File: src/rtl/modn_counter.sv
// ----------------------------------------------------------------------------
// modn_counter
//
// Parametrised modulo-N up/down counter. It counts 0..MODULUS-1 in either
// direction and has a synchronous clear, a parallel load with range checking,
// a registered wrap pulse, and a combinational terminal-count output. The
// terminal-count output lets multi-digit counters be chained without ripple
// delay through the registers. Typical uses are BCD digits, prescalers and
// timebase dividers.
//
// Parameters
//   WIDTH     counter width in bits
//   MODULUS   count range 0..MODULUS-1, where 2 <= MODULUS <= 2**WIDTH
//
// Ports
//   clk       in   1      rising-edge clock
//   rst       in   1      asynchronous active-low reset
//   en        in   1      count enable (carry-in when cascaded)
//   dir       in   1      0 = count up, 1 = count down
//   clr       in   1      synchronous clear to 0 (highest priority)
//   load      in   1      synchronous parallel load
//   load_val  in   WIDTH  value for load
//   cntr      out  WIDTH  current count, registered
//   cy        out  1      registered one-cycle pulse following a wrap edge
//   tc        out  1      combinational terminal count (cascade enable)
//   load_err  out  1      registered one-cycle pulse: out-of-range load
// ----------------------------------------------------------------------------
module modn_counter #(
    parameter int WIDTH   = 4,
    parameter int MODULUS = 10
) (
    input  logic             clk,
    input  logic             rst,
    input  logic             en,
    input  logic             dir,
    input  logic             clr,
    input  logic             load,
    input  logic [WIDTH-1:0] load_val,
    output logic [WIDTH-1:0] cntr,
    output logic             cy,
    output logic             tc,
    output logic             load_err
);

    // Reject a modulus the counter cannot represent. The check runs at
    // elaboration, so an illegal build never produces a netlist.
    generate
        if (MODULUS < 2 || MODULUS > (1 << WIDTH)) begin : g_bad_modulus
            $error("modn_counter: MODULUS=%0d outside 2..2**WIDTH (WIDTH=%0d)",
                   MODULUS, WIDTH);
        end
    endgenerate

    // Top count value at WIDTH bits. The modulus is held at WIDTH+1 bits so
    // the load range check stays correct when MODULUS == 2**WIDTH, because
    // every load_val is then legal.
    localparam logic [WIDTH-1:0] MAX_VAL = WIDTH'(MODULUS - 1);
    localparam logic [WIDTH:0]   MOD_EXT = (WIDTH + 1)'(MODULUS);

    logic [WIDTH-1:0] cntr_q, cntr_d;
    logic             cy_q, cy_d;
    logic             load_err_q, load_err_d;

    logic at_top;
    logic at_zero;
    logic load_ok;

    assign at_top  = (cntr_q == MAX_VAL);
    assign at_zero = (cntr_q == '0);
    assign load_ok = ({1'b0, load_val} < MOD_EXT);

    // Next-state logic. The priority order is clr > load > en > hold.
    // NOTE: every output of this block gets a default first, so no path
    // leaves a signal unassigned and no latch is inferred.
    always_comb begin
        cntr_d     = cntr_q;
        cy_d       = 1'b0;
        load_err_d = 1'b0;

        if (clr) begin
            cntr_d = '0;
        end else if (load) begin
            // A load never counts as a wrap. An out-of-range value is
            // replaced by 0 so the counter cannot leave its legal range.
            if (load_ok) begin
                cntr_d = load_val;
            end else begin
                cntr_d     = '0;
                load_err_d = 1'b1;
            end
        end else if (en) begin
            if (dir) begin
                if (at_zero) begin
                    cntr_d = MAX_VAL;
                    cy_d   = 1'b1;
                end else begin
                    cntr_d = cntr_q - WIDTH'(1);
                end
            end else begin
                if (at_top) begin
                    cntr_d = '0;
                    cy_d   = 1'b1;
                end else begin
                    cntr_d = cntr_q + WIDTH'(1);
                end
            end
        end
    end

    // NOTE: state registers use non-blocking assignments, so every flop
    // samples its pre-edge value regardless of statement order.
    always_ff @(posedge clk or negedge rst) begin
        if (!rst) begin
            cntr_q     <= '0;
            cy_q       <= 1'b0;
            load_err_q <= 1'b0;
        end else begin
            cntr_q     <= cntr_d;
            cy_q       <= cy_d;
            load_err_q <= load_err_d;
        end
    end

    // tc has zero latency. It goes high in the same cycle the next enabled
    // edge will wrap, so the next digit's enable sees it before that edge.
    assign tc       = en & ~clr & ~load & (dir ? at_zero : at_top);

    assign cntr     = cntr_q;
    assign cy       = cy_q;
    assign load_err = load_err_q;

endmodule

File: config.mk
export PLATFORM = sky130hd
export DESIGN_NAME = modn_counter
export DESIGN_NICKNAME = d
export VERILOG_FILES = /design/src/rtl/modn_counter.sv
export SDC_FILE = /design/constraint.sdc
export NUM_CORES = 1
export LEC_CHECK = 0
export CORE_AREA = 2 2 39 41
export DETAILED_ROUTE_END_ITERATION = 12
export DIE_AREA = 0 0 41 43
export PLACE_DENSITY_LB_ADDON = 0.3
export RECOVER_POWER = 50
export SLEW_MARGIN = 20
export SYNTH_ARGS = -nofsm -noshare
export SYNTH_HDL_FRONTEND = slang
export SYNTH_SLANG_ARGS = --single-unit
File: constraint.sdc
create_clock -name clk -period 3.1 [get_ports clk]
set_input_delay 0.62 -clock clk [delete_from_list [all_inputs] [get_ports clk]]
set_output_delay 0.62 -clock clk [all_outputs]
set_load 0.05 [all_outputs]
==> results of run 1 <==
## worst max-delay path, cell delays in order
cell and delay [ns]:
dlygate4sd3_1 0.68, nand2b_4 0.09, or4_1 0.42, nor2_1 0.19
buf_12 0.16
## stage by stage
step / util (%) / hold slack, ns / instance area, um2
after CTS: 47.2 / 0.608 / 653
after detailed placement: 45.6 / 0.698 / 631
after global routing: 47.2 / 0.699 / 653
after global placement: 45.6 / 0.679 / 631
final: 47.2 / 0.675 / 653
after floorplan: - / 0.324 / 492
## cell usage after synthesis (2+ instances only)
library cell  instances  area share (%)
buf_6                 4             9.2
nand2_1               4             3.1
dfrtp_1               6              31
nor3_1                2             2.0
nand3b_1              3             4.6
a21oi_1               3             3.1
a31oi_1               2             2.5
nor2_1                8             6.1
o21ai_0               5             5.1
## final timing paths
check,to
min reg2reg,cntr[1]
max,tc
min in group clk,cntr[1]
max reg2reg,cntr[1]
max in group asynchronous,cy
min,cntr[2]
## area by class of cell
cell class              instances  area, um2  share of cell area, %
multi-input cells              44        283                   43.3
well taps                      16       20.0                   3.07
repair buffers                 17        178                   27.2
flip-flops and latches          6        150                   23.0
clock buffers                   3       22.5                   3.45
## cell families after synthesis
family	count (synthesis)	share of synthesized area (%)
flip-flops	6	30.5
multiplexers	1	2.04
XOR/XNOR	1	1.78
AND/OR/NAND/NOR	26	30.8
AO/OA/AOI/OAI	16	22.9
buffers and inverters	5	12.0
## layer usage
| metal | share of wire (%) | global-route usage [%] | up-vias | wire length [um] |
|---|---|---|---|---|
| met2 | 50 | 20.3 | 20 | 533 |
| li1 | - | - | 231 | - |
| met4 | 3.9 | 12.0 | 0 | 41 |
| met5 | 0 | 0 | - | 0 |
| met3 | 4.5 | 4.71 | 4 | 48 |
| met1 | 41 | 18.1 | 214 | 438 |
## cells in the final DEF, fill, tap and decap left out, drive strengths merged, types with 3 or more instances in the layout
cell type | Yosys | final
dfrtp | 6 | 6
clkdlybuf4s50 | 0 | 11
a21oi | 3 | 3
nor2 | 8 | 8
nand3b | 3 | 3
clkbuf | 1 | 3
dlygate4sd3 | 0 | 4
nand2 | 4 | 4
o21ai | 5 | 5
## where the power goes
part | switching [W] | leakage [nW] | internal [W]
Combinational | 0.0000396 | 0.152 | 0.0000344
Clock | 0.0000257 | 0.0138 | 0.0000436
Sequential | 0.0000102 | 0.0805 | 0.0000829
## state kept, by name, summed over array words and instances, names as in the netlist
signal	cells
load_err	1
cy	1
cntr	4
==> impl_metrics.ini, run 1 <==
[run_status]
status = completed

[cts]
clk_latency_ns = 0.24
cts_resized = 0
postCtsHoldBufs = 0
post_cts_buffers = 0
cts_max_level = 1
cts_sinks = 6
cts_made_buffers = 3
cts_root_buf = clkbuf_4
cts_tree = built
cts.reportedPaths.clkPinSlew_ns = 0.04
clk_path_buf_depth = 2

[sta]
tns_ns = 0
finalSetupViolCount = 0
relSlewSlack_pct = 66.7
finalHoldViolations = 0
timing.fmax_ghz = 0.358
fin_crit_sh_pct = 90.0
rsz0062_at_grt = false
worst_slack_ns = 0.310
worst_pin_slew_ns = 0.498
final-max-slew-violation-count = 0
fin_crit_ns = 2.79
skew_ns = 0.000199

[synthesis]
synth-seq-cells = 6
synthArstFlopShare_pct = 100
synth-edff-count = 0
netlist_area_um2 = 492
yosysWarnings = 0
syn_inst = 55
syn_nets = 65
avgSynthCellArea_um2 = 8.94
synth_ff_type = dfrtp_1
yosysSeqAreaShare_pct = 30.5
yosysUniqueCellTypes = 27

[die]
die_w_um = 41
core_area_mm2 = 0.00138
dieArea_mm2 = 0.00176
row_count = 14
die_h_um = 43
initial_core_util_pct = 35.5
io_pins = 17

[flow_run]
maxCapViolCount = 0

[power]
power.leakage_nw = 0.247
finalPower_w = 0.000236
power_density_mw_per_mm2 = 362
peakVddDrop_v = 0.000170

[setup_path]
r2r_cells = 4
path_max_fanout = 5
critPathKind = in2out
ff2ff_setup_slack_ns = 1.62
cp-start-kind = input port
cp.arrival_ns = 2.17
cp-end-kind = primary output
worstSetupStartpoint = en
timing.rr.start = cntr[0]
cp_data_required_time_ns = 2.48

[final_layout]
drive_gt1_share_pct = 11.4
fillers = 137
diodes = 0
area_growth_pct = 32.8
fin_cells = 86
final_nets = 82

[global_route]
grt_pass1_wl_mm = 1.64
grt_pass1_vias = 384
track_usage_pct = 14.9
gr-total-overflow = 0
grt_max_degree = 12
antenna_found_initial = 0

[route]
drt_wl_total_mm = 1.06
drc = 0
wl_per_cell_um = 12.3
antenna_left = 0
route.detailed.vias_per_inst = 5.45
vias = 469
first_iter_violations = 12
drtPass1Iterations = 4

[placed_design]
portBuffers = 16
gp_congestion = 0.861
hpwl_um = 778
pre_cts_slack_ns = 0.382
place_inst = 83

[min_path]
min_path_type = in2async
(Power assumes the default switching activity.)
==> run 2, diff against run 1 <==
Settings changed: REMOVE_ABC_BUFFERS from default to 1.
==> run 2 against run 1 <==
  * Global-route usage rose by 1.2 points
  * Critical endpoint unchanged
  * Critical path type unchanged
  * Final cell count did not move
  * Cell area fell by 0.77%
  * Count of clock-buffer cells in the layout stayed put
==> impl_metrics.ini, run 2 (synthesis gave the netlist of run 1 again) <==
[final_layout]
area_growth_pct = 31.8
layout_commonest_cell = clkdlybuf4s50_1
finalInstanceArea_um2 = 648
diodes = 0
fin_cells = 86
final_nets = 82
final_core_util_pct = 46.8
final_cell_mix = clkdlybuf4s50_1 (12), nor2_1 (8), dfrtp_1 (6)
register_area_um2 = 150
fillers = 141
largest_reg_flops = 4
multi_input_area_um2 = 278
drive_gt1_share_pct = 11.4

[setup_path]
worstSetupStartpoint = en
critPathKind = in2out
critPathMaxStageDelay_ns = 0.65
r2r-end = cntr[1]
timing.rr.start = cntr[0]
ff2ff_setup_slack_ns = 1.62
cp-start-kind = input port
crit_chain = dlygate4sd3_1, nand2b_2, or4_1, nor2_1, buf_12
path_max_fanout = 5
crit_path_top_delay_cell = dlygate4sd3_1
cp_data_required_time_ns = 2.48
cp-end-kind = primary output
r2r_cells = 4
cp.arrival_ns = 2.18

[die]
die_h_um = 43
io_pins = 17
core_area_mm2 = 0.00138
row_count = 14
initial_core_util_pct = 35.5
dieArea_mm2 = 0.00176
die_w_um = 41

[placed_design]
hpwl_um = 849
place_area_um2 = 631
gp_congestion = 0.845
place_inst = 83
portBuffers = 16

[cts]
cts_made_buffers = 3
clk_path_buf_depth = 2
cts.reportedPaths.clkPinSlew_ns = 0.04
cts_root_buf = clkbuf_4
cts_tree = built
clk_latency_ns = 0.24
postCtsHoldBufs = 0
cts_resized = 0
post_cts_buffers = 0
cts_max_level = 1
cts_sinks = 6

[global_route]
gr-total-overflow = 0
grt_pass1_vias = 439
grt_max_degree = 12
antenna_found_initial = 0
grt_pass1_wl_mm = 1.91
track_usage_pct = 16.0

[flow_run]
maxCapViolCount = 0

[route]
vias = 452
first_iter_violations = 3
wl_per_cell_um = 12.9
route.detailed.vias_per_inst = 5.26
drt_wl_total_mm = 1.11
antenna_left = 0
drc = 0
drtPass1Iterations = 2

[sta]
final-max-slew-violation-count = 0
tns_ns = 0
worst_pin_slew_ns = 0.495
timing.hold.ws_ns = 0.682
fin_crit_ns = 2.80
timing.fmax_ghz = 0.357
skew_ns = 0.000620
rsz0062_at_grt = false
finalSetupViolCount = 0
relSlewSlack_pct = 66.9
finalHoldViolations = 0
fin_crit_sh_pct = 90.4

[run_status]
status = completed

[power]
power.leakage_nw = 0.241
peakVddDrop_v = 0.0000895
power_density_mw_per_mm2 = 366

[min_path]
min_path_type = in2async
## run 2: changes by cell type in the layout (fill, tap and decap cells not counted)
cell	before	now
dlygate4sd3_1	4	3
nand2b_2	0	1
clkdlybuf4s50_1	11	12
nand2b_4	1	0
## run 2: through the flow
step | setup slack (ns) | total power [W]
2_1_floorplan | 0.598 | 0.000133
3_3_place_gp | 0.401 | 0.000168
3_5_place_dp | 0.356 | 0.000169
4_1_cts | 0.356 | 0.000241
5_1_grt | 0.217 | 0.000253
6_report | 0.299 | 0.000237
## run 2: worst max-delay path, delay by kind of cell
family	cells	cell delay, ns
AND/OR/NAND/NOR	3	0.74
buffers and inverters	2	0.82
## run 2: metal layers
| layer | wire (um) | global-route usage, % | vias to the layer above |
|---|---|---|---|
| met3 | 11 | 1.57 | 0 |
| li1 | - | - | 234 |
| met2 | 605 | 24.4 | 3 |
| met5 | 0 | 0 | - |
| met4 | 0 | 12.0 | 0 |
| met1 | 492 | 19.6 | 215 |
## run 2: layout make-up
class,count,area share (%)
sequential,6,23.2
clock buffer,3,3.47
multi-input combinational,44,42.9
timing repair buffer,17,27.4
tap,16,3.09
## run 2: worst max-delay path by stage
stage	end	slack, ns
after floorplan	tc	0.60
after global placement	tc	0.40
after detailed placement	tc	0.36
after CTS	tc	0.36
after global routing	tc	0.22
final	tc	0.30
## run 2: report_power, final
| group | internal (W) | switching, W | total (W) |
|---|---|---|---|
| Clock | 0.0000437 | 0.0000269 | 0.0000706 |
| Combinational | 0.0000341 | 0.0000392 | 0.0000733 |
| Sequential | 0.0000828 | 0.0000104 | 0.0000932 |
| Total | 0.000161 | 0.0000765 | 0.000237 |
==> run 3, diff against run 2 <==
Clock period 3.1 ns to 2.65 ns, I/O delays scaled along.
==> run 3 against run 2 <==
  * Critical path depth unchanged
  * Sequential cell count unchanged
  * Clock skew up 0.0049 ns
  * Setup slack worse by 0.14 ns
  * Final cell count up 2.3%
  * Die area unchanged
  * Largest cell class unchanged
  * Largest power group unchanged
==> impl_metrics.ini, run 3 (synthesis gave the netlist of run 1 again) <==
[global_route]
grt_max_degree = 12
grt_pass1_wl_mm = 1.86
grt_pass1_vias = 451
gr-total-overflow = 0
track_usage_pct = 15.2
antenna_found_initial = 0

[route]
wl_met3_um = 38
top_layer_used = met3
drc = 0
first_iter_violations = 10
wl_met1_um = 495
drtPass1Iterations = 4
antenna_left = 0
route.detailed.vias_per_inst = 5.24
wl_met2_um = 521
wl_per_cell_um = 12.0
drt_wl_total_mm = 1.06
vias = 461

[setup_path]
cp.arrival_ns = 1.96
path_max_fanout = 4
cp-start-kind = input port
r2r-end = cntr[2]
crit_chain = dlygate4sd3_1, nand2b_2, or4_1, nor2_1, buf_12
crit_path_top_delay_cell = dlygate4sd3_1
ff2ff_setup_slack_ns = 1.19
critPathKind = in2out
cp-end-kind = primary output
critPathMaxStageDelay_ns = 0.56
cp_data_required_time_ns = 2.12
timing.rr.start = cntr[0]
r2r_cells = 4

[final_layout]
layout_commonest_cell = clkdlybuf4s50_1
final_cell_mix = clkdlybuf4s50_1 (12), nor2_1 (8), dfrtp_1 (6)
diodes = 0
largest_reg_flops = 4
final_nets = 84
drive_gt1_share_pct = 13.9
area_growth_pct = 34.9
fin_cells = 88
fillers = 135

[sta]
relSlewSlack_pct = 66.5
worst_pin_slew_ns = 0.501
finalHoldViolations = 0
fin_crit_ns = 2.49
tns_ns = 0
rsz0062_at_grt = false
timing.fmax_ghz = 0.401
finalSetupViolCount = 0
final-max-slew-violation-count = 0
fin_crit_sh_pct = 94.1
skew_ns = 0.00548

[power]
power.leakage_nw = 0.250
power_density_mw_per_mm2 = 420
peakVddDrop_v = 0.000147

[cts]
clk_latency_ns = 0.24
cts_root_buf = clkbuf_4
cts_sinks = 6
postCtsHoldBufs = 0
post_cts_buffers = 0
cts_tree = built
clk_path_buf_depth = 2
cts_made_buffers = 3
cts_max_level = 1
cts_resized = 0
cts.reportedPaths.clkPinSlew_ns = 0.05

[die]
core_area_mm2 = 0.00138
die_w_um = 41
dieArea_mm2 = 0.00176
initial_core_util_pct = 35.5
row_count = 14
die_h_um = 43
io_pins = 17

[min_path]
min_path_type = in2async

[placed_design]
place_inst = 85
gp_congestion = 0.775
hpwl_um = 816
portBuffers = 16

[run_status]
status = completed

[flow_run]
maxCapViolCount = 0
[run 3: final cells by class]
class                      instances  area [um2]  share of cell area (%)
timing repair buffer              19         193                    29.1
tap                               16        20.0                    3.02
multi-input combinational         44         278                    41.9
clock buffer                       3        22.5                    3.40
sequential                         6         150                    22.6
[run 3: worst max-delay path, delay by kind of cell]
family | cells | cell delay, ns
buf+inv | 2 | 0.72
simple gates | 3 | 0.70
[run 3: metrics by stage]
step / hold slack, ns / total power (W) / utilization, % / cell area [um2] / setup WS (ns)
6_report: 0.592 / 0.000278 / 47.9 / 663 / 0.157
5_1_grt: 0.614 / 0.000300 / 47.9 / 663 / 0.105
4_1_cts: 0.531 / 0.000282 / 48.3 / 668 / 0.216
3_5_place_dp: 0.706 / 0.000200 / 46.7 / 646 / 0.215
3_3_place_gp: 0.699 / 0.000199 / 46.7 / 646 / 0.215
2_1_floorplan: 0.234 / 0.000156 / - / 433 / 0.238
[run 3: worst max-delay path by stage]
stage | start | depth (start not counted) | to | slack, ns
floorplan | cntr[1] | 2 | tc | 0.24
global placement | en | 5 | tc | 0.21
detailed placement | en | 5 | tc | 0.21
CTS | en | 5 | tc | 0.22
global route | en | 5 | tc | 0.10
finish | en | 5 | tc | 0.16
[run 3: report_power, final]
group | switching (W) | internal, W | total, W | leakage (nW)
Clock | 0.0000305 | 0.0000511 | 0.0000815 | 0.0138
Combinational | 0.0000458 | 0.0000418 | 0.0000876 | 0.156
Sequential | 0.0000122 | 0.0000968 | 0.000109 | 0.0805
Total | 0.0000885 | 0.000190 | 0.000278 | 0.250
[run 3: metal layers]
| metal | global-route usage (%) | vias to the layer above |
|---|---|---|
| li1 | - | 239 |
| met1 | 21.2 | 213 |
| met2 | 22.2 | 9 |
| met3 | 0 | 0 |
| met4 | 10.0 | 0 |
| met5 | 0 | - |
